<file path="src/rtl/mc_block_fetch_if.sv">
// Bus bundle for mc_block_fetch: block request/configuration, zero-latency reference
// read port, destination write port and status.
interface mc_block_fetch_if;
  logic              start;
  logic [31:0]       ref_start_addr;
  logic [31:0]       dst_start_addr;
  logic [31:0]       mb_x_pos;
  logic [31:0]       mb_y_pos;
  logic signed [5:0] mv_x;
  logic signed [5:0] mv_y;
  logic [31:0]       mem_addr;
  logic [7:0]        mem_rdata;
  logic [31:0]       wr_addr;
  logic [7:0]        wr_data;
  logic              wr_en;
  logic              busy;
  logic              done;
  logic [15:0]       pix_sum;

  modport slave (
    input  start, ref_start_addr, dst_start_addr, mb_x_pos, mb_y_pos, mv_x, mv_y,
    input  mem_rdata,
    output mem_addr, wr_addr, wr_data, wr_en, busy, done, pix_sum
  );

  modport master (
    output start, ref_start_addr, dst_start_addr, mb_x_pos, mb_y_pos, mv_x, mv_y,
    output mem_rdata,
    input  mem_addr, wr_addr, wr_data, wr_en, busy, done, pix_sum
  );
endinterface

</file>
<file path="src/rtl/mc_block_fetch.sv">
// Motion-compensated 16x16 block fetch: reads the MV-displaced reference block and writes it
// to the destination frame in raster order. Optional MC_EDGE_CLAMP_EN enables edge replication.
module mc_block_fetch #(
  parameter int FRAME_WIDTH  = 352,
  parameter int FRAME_HEIGHT = 240,
  parameter int MB_SIZE      = 16
) (
  input  logic            clk,
  input  logic            rst_n,
  mc_block_fetch_if.slave bus
);

  typedef enum logic [1:0] {
    S_IDLE  = 2'd0,
    S_FETCH = 2'd1,
    S_DRAIN = 2'd2,
    S_DONE  = 2'd3
  } state_t;

  localparam logic signed [33:0] FW_S = 34'(FRAME_WIDTH);
  localparam logic signed [33:0] FH_S = 34'(FRAME_HEIGHT);
  localparam logic signed [33:0] MB_S = 34'(MB_SIZE);
  localparam logic [31:0]        FW_U = 32'(FRAME_WIDTH);
  localparam logic [31:0]        MB_U = 32'(MB_SIZE);
  localparam logic [3:0]         LAST = 4'(MB_SIZE - 1);

  state_t            state_q, state_d;
  logic [31:0]       ref_q, dst_q, mbx_q, mby_q;
  logic signed [5:0] mvx_q, mvy_q;
  logic [3:0]        r_q, c_q;
  logic              accept, fetch_en, last_px;
  logic signed [33:0] rx, ry;
  logic [31:0]       fetch_addr, dst_addr;
  logic [7:0]        pix;
  logic [31:0]       wr_addr_q;
  logic [7:0]        wr_data_q;
  logic              wr_en_q;
  logic [15:0]       pix_sum_q;
`ifdef MC_EDGE_CLAMP_EN
  logic signed [33:0] rx_a, ry_a;
`else
  logic              oob;
`endif

  assign last_px = (r_q == LAST) && (c_q == LAST);

  // Reference coordinates in signed 34-bit so negative MVs at the frame edge stay exact.
  always_comb begin
    rx = $signed({2'b00, mbx_q}) * MB_S + $signed({30'd0, c_q}) + $signed({{28{mvx_q[5]}}, mvx_q});
    ry = $signed({2'b00, mby_q}) * MB_S + $signed({30'd0, r_q}) + $signed({{28{mvy_q[5]}}, mvy_q});
`ifdef MC_EDGE_CLAMP_EN
    rx_a = (rx < 0) ? '0 : ((rx >= FW_S) ? FW_S - 34'sd1 : rx);
    ry_a = (ry < 0) ? '0 : ((ry >= FH_S) ? FH_S - 34'sd1 : ry);
    fetch_addr = 32'($signed({2'b00, ref_q}) + ry_a * FW_S + rx_a);
    pix        = bus.mem_rdata;
`else
    oob        = (rx < 0) || (rx >= FW_S) || (ry < 0) || (ry >= FH_S);
    fetch_addr = oob ? ref_q : 32'($signed({2'b00, ref_q}) + ry * FW_S + rx);
    pix        = oob ? '0 : bus.mem_rdata;
`endif
  end

  assign dst_addr = dst_q + (mby_q * MB_U + {28'd0, r_q}) * FW_U + mbx_q * MB_U + {28'd0, c_q};

  always_ff @(posedge clk) begin
    if (!rst_n) state_q <= S_IDLE;
    else        state_q <= state_d;
  end

  always_comb begin
    state_d      = state_q;
    accept       = 1'b0;
    fetch_en     = 1'b0;
    bus.busy     = 1'b0;
    bus.done     = 1'b0;
    bus.mem_addr = '0;
    case (state_q)
      S_IDLE: begin
        if (bus.start) begin
          accept  = 1'b1;
          state_d = S_FETCH;
        end
      end
      S_FETCH: begin
        bus.busy     = 1'b1;
        fetch_en     = 1'b1;
        bus.mem_addr = fetch_addr;
        if (last_px) state_d = S_DRAIN;
      end
      S_DRAIN: begin
        // Counters are parked on the last pixel, so the address is unchanged here.
        bus.busy     = 1'b1;
        bus.mem_addr = fetch_addr;
        state_d      = S_DONE;
      end
      S_DONE: begin
        bus.done = 1'b1;
        state_d  = S_IDLE;
      end
      default: state_d = S_IDLE;
    endcase
  end

  always_ff @(posedge clk) begin
    if (!rst_n) begin
      ref_q     <= '0;
      dst_q     <= '0;
      mbx_q     <= '0;
      mby_q     <= '0;
      mvx_q     <= '0;
      mvy_q     <= '0;
      r_q       <= '0;
      c_q       <= '0;
      wr_addr_q <= '0;
      wr_data_q <= '0;
      wr_en_q   <= 1'b0;
      pix_sum_q <= '0;
    end else begin
      wr_en_q <= fetch_en;
      if (accept) begin
        ref_q     <= bus.ref_start_addr;
        dst_q     <= bus.dst_start_addr;
        mbx_q     <= bus.mb_x_pos;
        mby_q     <= bus.mb_y_pos;
        mvx_q     <= bus.mv_x;
        mvy_q     <= bus.mv_y;
        r_q       <= '0;
        c_q       <= '0;
        pix_sum_q <= '0;
      end
      if (fetch_en) begin
        wr_data_q <= pix;
        wr_addr_q <= dst_addr;
        pix_sum_q <= pix_sum_q + {8'd0, pix};
        if (!last_px) begin
          c_q <= c_q + 4'd1;
          if (c_q == LAST) r_q <= r_q + 4'd1;
        end
      end
    end
  end

  assign bus.wr_addr = wr_addr_q;
  assign bus.wr_data = wr_data_q;
  assign bus.wr_en   = wr_en_q;
  assign bus.pix_sum = pix_sum_q;

endmodule

</file>
<file path="src/flat_wrapper.sv">
// flat-port wrapper written by rule: the top's interface ports become plain ports
module mc_block_fetch_flat 
#(
  parameter int FRAME_WIDTH  = 352,
  parameter int FRAME_HEIGHT = 240,
  parameter int MB_SIZE      = 16
)
  (clk, rst_n, bus_start, bus_ref_start_addr, bus_dst_start_addr, bus_mb_x_pos, bus_mb_y_pos, bus_mv_x, bus_mv_y, bus_mem_rdata, bus_mem_addr, bus_wr_addr, bus_wr_data, bus_wr_en, bus_busy, bus_done, bus_pix_sum);
  mc_block_fetch_if bus_i ();
  input  logic clk;
  input  logic rst_n;
  input wire logic [$bits(bus_i.start)-1:0] bus_start;
  input wire logic [$bits(bus_i.ref_start_addr)-1:0] bus_ref_start_addr;
  input wire logic [$bits(bus_i.dst_start_addr)-1:0] bus_dst_start_addr;
  input wire logic [$bits(bus_i.mb_x_pos)-1:0] bus_mb_x_pos;
  input wire logic [$bits(bus_i.mb_y_pos)-1:0] bus_mb_y_pos;
  input wire logic [$bits(bus_i.mv_x)-1:0] bus_mv_x;
  input wire logic [$bits(bus_i.mv_y)-1:0] bus_mv_y;
  input wire logic [$bits(bus_i.mem_rdata)-1:0] bus_mem_rdata;
  output wire logic [$bits(bus_i.mem_addr)-1:0] bus_mem_addr;
  output wire logic [$bits(bus_i.wr_addr)-1:0] bus_wr_addr;
  output wire logic [$bits(bus_i.wr_data)-1:0] bus_wr_data;
  output wire logic [$bits(bus_i.wr_en)-1:0] bus_wr_en;
  output wire logic [$bits(bus_i.busy)-1:0] bus_busy;
  output wire logic [$bits(bus_i.done)-1:0] bus_done;
  output wire logic [$bits(bus_i.pix_sum)-1:0] bus_pix_sum;
  assign bus_i.start = bus_start;
  assign bus_i.ref_start_addr = bus_ref_start_addr;
  assign bus_i.dst_start_addr = bus_dst_start_addr;
  assign bus_i.mb_x_pos = bus_mb_x_pos;
  assign bus_i.mb_y_pos = bus_mb_y_pos;
  assign bus_i.mv_x = bus_mv_x;
  assign bus_i.mv_y = bus_mv_y;
  assign bus_i.mem_rdata = bus_mem_rdata;
  assign bus_mem_addr = bus_i.mem_addr;
  assign bus_wr_addr = bus_i.wr_addr;
  assign bus_wr_data = bus_i.wr_data;
  assign bus_wr_en = bus_i.wr_en;
  assign bus_busy = bus_i.busy;
  assign bus_done = bus_i.done;
  assign bus_pix_sum = bus_i.pix_sum;
  mc_block_fetch #(.FRAME_WIDTH(FRAME_WIDTH), .FRAME_HEIGHT(FRAME_HEIGHT), .MB_SIZE(MB_SIZE)) u_core (.clk(clk), .rst_n(rst_n), .bus(bus_i));
endmodule
</file>
<file path="config.mk">
export PLATFORM = sky130hd
export DESIGN_NAME = mc_block_fetch_flat
export DESIGN_NICKNAME = d
export VERILOG_FILES = /design/src/rtl/mc_block_fetch_if.sv /design/src/rtl/mc_block_fetch.sv /design/src/flat_wrapper.sv
export SDC_FILE = /design/constraint.sdc
export NUM_CORES = 1
export LEC_CHECK = 0
export BUFFER_PORTS_ARGS = -buffer_cell sky130_fd_sc_hd__clkbuf_2
export CAP_MARGIN = 20
export CORE_AREA = 3 3 295 297
export CTS_CLUSTER_SIZE = 8
export DETAILED_ROUTE_END_ITERATION = 8
export DIE_AREA = 0 0 298 300
export GPL_TIMING_DRIVEN = 0
export PLACE_DENSITY = 0.38
export SYNTH_ARGS = -nofsm -noshare
export SYNTH_HDL_FRONTEND = slang
export SYNTH_SLANG_ARGS = --single-unit
</file>
<file path="constraint.sdc">
create_clock -name clk -period 29.8 [get_ports clk]
set_input_delay 8.94 -clock clk [delete_from_list [all_inputs] [get_ports clk]]
set_output_delay 8.94 -clock clk [all_outputs]
set_load 0.01 [all_outputs]
</file>
Yosys cells after proc, flatten, opt, wreduce, memory -nomap -nowiden. Cells that the tools add are included.

Register bits: 203. Bits of input ports: 151. Output and inout port bits: 91. Word-level logic and storage cells: 67.

$add $sub $neg: 13. $mul: 2. Order comparisons: 4. Eq/ne operators: 7. Mux-type cells: 20. Reductions and logical operators: 8.

Operators with widths (number): 32-bit adder (4); 34-bit by 5-bit adder with 34-bit output (2); 34-bit by 6-bit adder with 34-bit output (2); 34-bit by 1-bit < comparator with 1-bit output (second input constant) (2); 32-bit by 4-bit adder with 32-bit output (2); 32-bit 2-to-1 mux (2); 34-bit by 10-bit >= comparator with 1-bit output (second input constant) (1); 34-bit by 9-bit >= comparator with 1-bit output (second input constant) (1); 34-bit by 5-bit multiplier with 27-bit output (second input constant) (1); 32-bit by 4-bit multiplier with 27-bit output (second input constant) (1); 16-bit 2-to-1 mux (2); 4-bit 2-to-1 mux (7); 16-bit by 8-bit adder with 16-bit output (1); 4-bit by 1-bit adder with 4-bit output (second input constant) (2); 4-bit equality test (second input constant) (2); 8-bit 2-to-1 mux (1); 2-bit one-hot mux with 4 select lines (1); 1-bit 2-to-1 mux (5); 2-bit equality test (second input constant) (2); 2-bit 2-to-1 mux (2); 1-bit logical OR (3); 2-bit by 1-bit equality test with 1-bit output (second input constant) (1); 2-bit zero test (1); 2-bit by 1-bit inequality test with 1-bit output (second input constant) (1); 5 further kinds (5).

Longest topological paths before layout.
Depth after elaboration: 9. Depth in mapped cells: 38. Mapped depth without buffers: 38.

Least setup slack after synthesis. OpenSTA, ideal clock, no wires.

Path type: register to output. From: register u_core.r_q[0]. To: output bus_mem_addr[31]. Arrival: 7333 ps. Data required time: 20860 ps. Setup slack: 13527 ps. Cell stages (with the launch flop): 38. Path buffers: 1. Path through: dfxtp_1 > ha_1 > fa_1 > a21o_1 > a21oi_1 > xor2_1 > inv_1 > ha_1 > inv_1 > fa_1 > inv_1 > ha_1 > inv_1 > o21bai_1 > a21oi_1 > o21ai_0 > a21oi_1 > o211ai_1 > [... 2 more ...] > o21ai_0 > xor2_1 > fa_1 > ha_1 > clkbuf_1 > nand2_1 > nand2b_1 > a21o_1 > a21o_1 > a21o_1 > nor3_1 > o21a_1 > nor3_1 > and4_1 > a2111oi_0 > xnor2_1 > mux2i_1 > nor2b_1.

Longest elaborated chain between the ends: 7. Elaborated cells on any way between the ends: 11. Classes of those cells: add/sub: 4; mul: 1; order compare: 2; mux: 2; reduce/logical: 2.

Ends and longest elaborated chain: from (decl) (line mc_block_fetch.sv:30) `logic [3:0] r_q, c_q;`; from (signal assigned) (line mc_block_fetch.sv:137) `if (c_q == LAST) r_q <= r_q + 4'd1;`; 34-bit by 5-bit adder with 34-bit output * (line mc_block_fetch.sv:50) `ry = $signed({2'b00, mby_q}) * MB_S + $signed({30'd0, r_q}) + $signed({{28{mvy_q[5]}}, mvy_q});`; 34-bit by 6-bit adder with 34-bit output * (line mc_block_fetch.sv:50); 34-bit by 5-bit multiplier with 27-bit output or 34-bit by 1-bit < comparator with 1-bit output (tied branches) (line mc_block_fetch.sv:58, mc_block_fetch.sv:57); 32-bit adder or 1-bit logical OR (tied branches) (2 in a row) (line mc_block_fetch.sv:58, mc_block_fetch.sv:57); 32-bit 2-to-1 mux * (line mc_block_fetch.sv:58) `fetch_addr = oob ? ref_q : 32'($signed({2'b00, ref_q}) + ry * FW_S + rx);`; 32-bit 2-to-1 mux * (line mc_block_fetch.sv:77) `case (state_q)`; to (decl) (line flat_wrapper.sv:20) `output wire logic [$bits(bus_i.mem_addr)-1:0] bus_mem_addr;`.

Every way passes the cells marked *; elsewhere a longest branch is shown, timed or not.

Worst setup path after layout. Same ends and word-level chain as after synthesis.

==> out/qor.yml <==
dp_hpwl_microns: 62100
place_area_sq_um: 23800
finClkSkew_ns: 0.0114
p_leak_nw: 12.3
drt_wl_total_microns: 73300
drtIter0Drc: 988
cp-end-kind: "primary output"
max_cap_viol_count: 0
syn_inst: 2678
total_power_mw: 2.69
nFillCells: 9353
dieArea_sq_um: 89400
dieHeight_microns: 300
fin_crit_ns: 18.20
worst_ep_required_time_ns: 20.86
antenna_found_initial: 5
critPathMaxStageDelay_ns: 0.55
yosys.area.top_type: "dfxtp_1"
drv_slew: 0
critPathLaunchType: "flip-flop"
rows: 107
avgSynthCellArea_sq_um: 7.88
setup_viol: 0
numPortBuffers: 236
first_global_vias: 18300
final_common_cell: "inv_1"
cts_buffers: 31
utilization_pct: 29.1
worstHoldPathCells: 2
vias_per_cell: 4.56
ant_nets: 0
placeableCoreArea_sq_um: 84900
crit_arrival_ns: 9.26
grt_first_pass_wirelength_microns: 111000
cts.path.max_buffers: 3
drive_gt1_share_pct: 10.4
synth.distinct_cells: 77
cts_root_buf: "clkbuf_16"
drtPass1Iterations: 5
gp_congestion: 0.826
crit_path_max_fanout: 7
worstSetupPathType: "reg2out"
relSlewSlack_pct: 21.5
grt-ovfl-total: 0
htree_num_levels: 1
syn-cell-area_sq_um: 21100
yosysWarnings: 0
async_flop_share_pct: 0
synth_fp_nets: 3182
synth_area_leaders: "dfxtp_1, ha_1, fa_1"
cts_tree: "done"
cts_setup_buffers: 0
setup_slack_ns: 11.60
path_common_cell: "a21o_1"
fmax_mhz: 54.9
rsz0062_at_grt: "no"
cts_resized: 0
drc: 0
synth-seq-cells: 203
slowest_stage: "a2111oi_0"
ys.flop_type: "dfxtp_1"
fin_crit_sh_pct: 61.1
gr-usage-all-layers_pct: 16.0
final_nets: 3454
clk_pin_slew_ns: 0.05
power_density_nw_per_um2: 109
postCtsHoldBufs: 0
outcome: "complete, no violations"
dpl_worst_slack_ns: 12.18
clk_latency_ns: 0.60
clock_sinks: 203
start_util_pct: 24.9
hold_slack_ns: 0.464
r2r.worst_path.cells: 32
yosysTopAreaCellShare_pct: 19.3
die_w_microns: 298
areaGrowthSynthToFinish_pct: 16.9
tns_ns: 0
final_area_sq_um: 24700
hold_viol_final: 0
grt_max_degree: 24
irDropWorstVdd_mv: 0.0701
wl_per_cell_microns: 17.8
worst_pin_slew_ns: 1.18
vias: 18700
dp.cells: 4061
multiInputGateArea_sq_um: 15200
io-pin-count: 242
synth-edff-count: 0
layout_common_cells: "inv_1, nand2_1, ha_1, clkbuf_2, dfxtp_1"
layoutNonFillerInstCount: 4106
hp-class: "reg2reg"
seq_area_frac_synth_pct: 19.3
register_area_sq_um: 4060
[flip-flops by register name (all words and copies together), names as in the netlist, 2 cells and up]
register and count:
u_core.bus.wr_addr 32, u_core.dst_q 32, u_core.ref_q 32, u_core.mbx_q 30, u_core.mby_q 30, u_core.bus.pix_sum 16
u_core.bus.wr_data 8, u_core.mvx_q 6, u_core.mvy_q 6, u_core.c_q 4, u_core.r_q 4, u_core.state_q 2
[synthesized netlist by cell type (4+ instances only)]
| cell | n |
|---|---|
| xnor2_1 | 100 |
| nor2b_1 | 95 |
| clkbuf_1 | 78 |
| nor2_1 | 100 |
| and2_1 | 19 |
| and3_1 | 34 |
| o211ai_1 | 13 |
| nand3_1 | 49 |
| nor3_1 | 42 |
| a31oi_1 | 15 |
| nand4_1 | 12 |
| a2111oi_0 | 8 |
| a21boi_0 | 141 |
| mux2i_1 | 53 |
| o21ai_0 | 79 |
| nand2_1 | 346 |
| or4_1 | 6 |
| a21oi_1 | 160 |
| xor2_1 | 69 |
| a221o_1 | 4 |
| or2_2 | 11 |
| dfxtp_1 | 203 |
| buf_2 | 4 |
| o31ai_1 | 5 |
| or3_1 | 15 |
| ha_1 | 250 |
| a31o_2 | 4 |
| o2111ai_1 | 4 |
| nand2b_1 | 26 |
| a21o_1 | 71 |
| o21a_1 | 34 |
| a41o_1 | 6 |
| a211oi_1 | 15 |
| nor4_1 | 8 |
| o211a_1 | 4 |
| fa_1 | 103 |
| o21bai_1 | 21 |
| inv_1 | 402 |
[worst max-delay path, delay by kind of cell (launching register included)]
family	cells	cell delay (ns)
mux	1	0.19
xor+xnor	3	0.84
buf+inv	6	0.62
fa+ha+maj	7	2.65
flops	1	0.45
compound gates	15	3.18
simple gates	6	0.73
[metal layers]
metal | track usage [%] | wire length, microns | share of wire (%) | vias to the layer above
li1 | - | - | - | 9493
met1 | 22.6 | 35900 | 49 | 8849
met2 | 26.6 | 33400 | 46 | 335
met3 | 1.90 | 3010 | 4.1 | 47
met4 | 2.59 | 982 | 1.3 | 0
met5 | 0 | 0 | 0 | -
[power breakdown]
| part | internal (mW) | total, mW | switching, mW |
|---|---|---|---|
| Combinational | 0.820 | 1.97 | 1.15 |
| Clock | 0.193 | 0.331 | 0.138 |
| Sequential | 0.328 | 0.393 | 0.0659 |
| Total | 1.34 | 2.69 | 1.35 |
[layout make-up]
type	instances	area share, %
Clock inverter	4	0.142
Buffer	86	1.37
Multi-Input combinational cell	1987	61.6
Antenna cell	1	0.0101
Tap cell	1144	5.80
Inverter	402	6.12
Sequential cell	203	16.5
Clock buffer	40	3.40
Timing Repair Buffer	239	5.07
[final timing paths]
| path | from | endpoint | slack, ns |
|---|---|---|---|
| hold / removal | u_core.dst_q[27]$_SDFFE_PN0P_ | u_core.dst_q[27]$_SDFFE_PN0P_ | 0.46 |
| setup reg to reg | u_core.mvy_q[5]$_SDFFE_PN0P_ | u_core.bus.pix_sum[15]$_SDFFE_PN0P_ | 21.79 |
| setup / recovery | u_core.r_q[0]$_SDFF_PN0_ | bus_mem_addr[31] | 11.60 |
| hold reg to reg | u_core.dst_q[27]$_SDFFE_PN0P_ | u_core.dst_q[27]$_SDFFE_PN0P_ | 0.46 |
[cells by family after synthesis]
group / synth area share, %
simple gates: 17.4
compound gates: 20.1
fa+ha+maj: 24.6
buf+inv: 8.75
xor+xnor: 7.33
flops: 19.3
mux: 2.62
No activity file was read; power rests on OpenSTA's default activity.
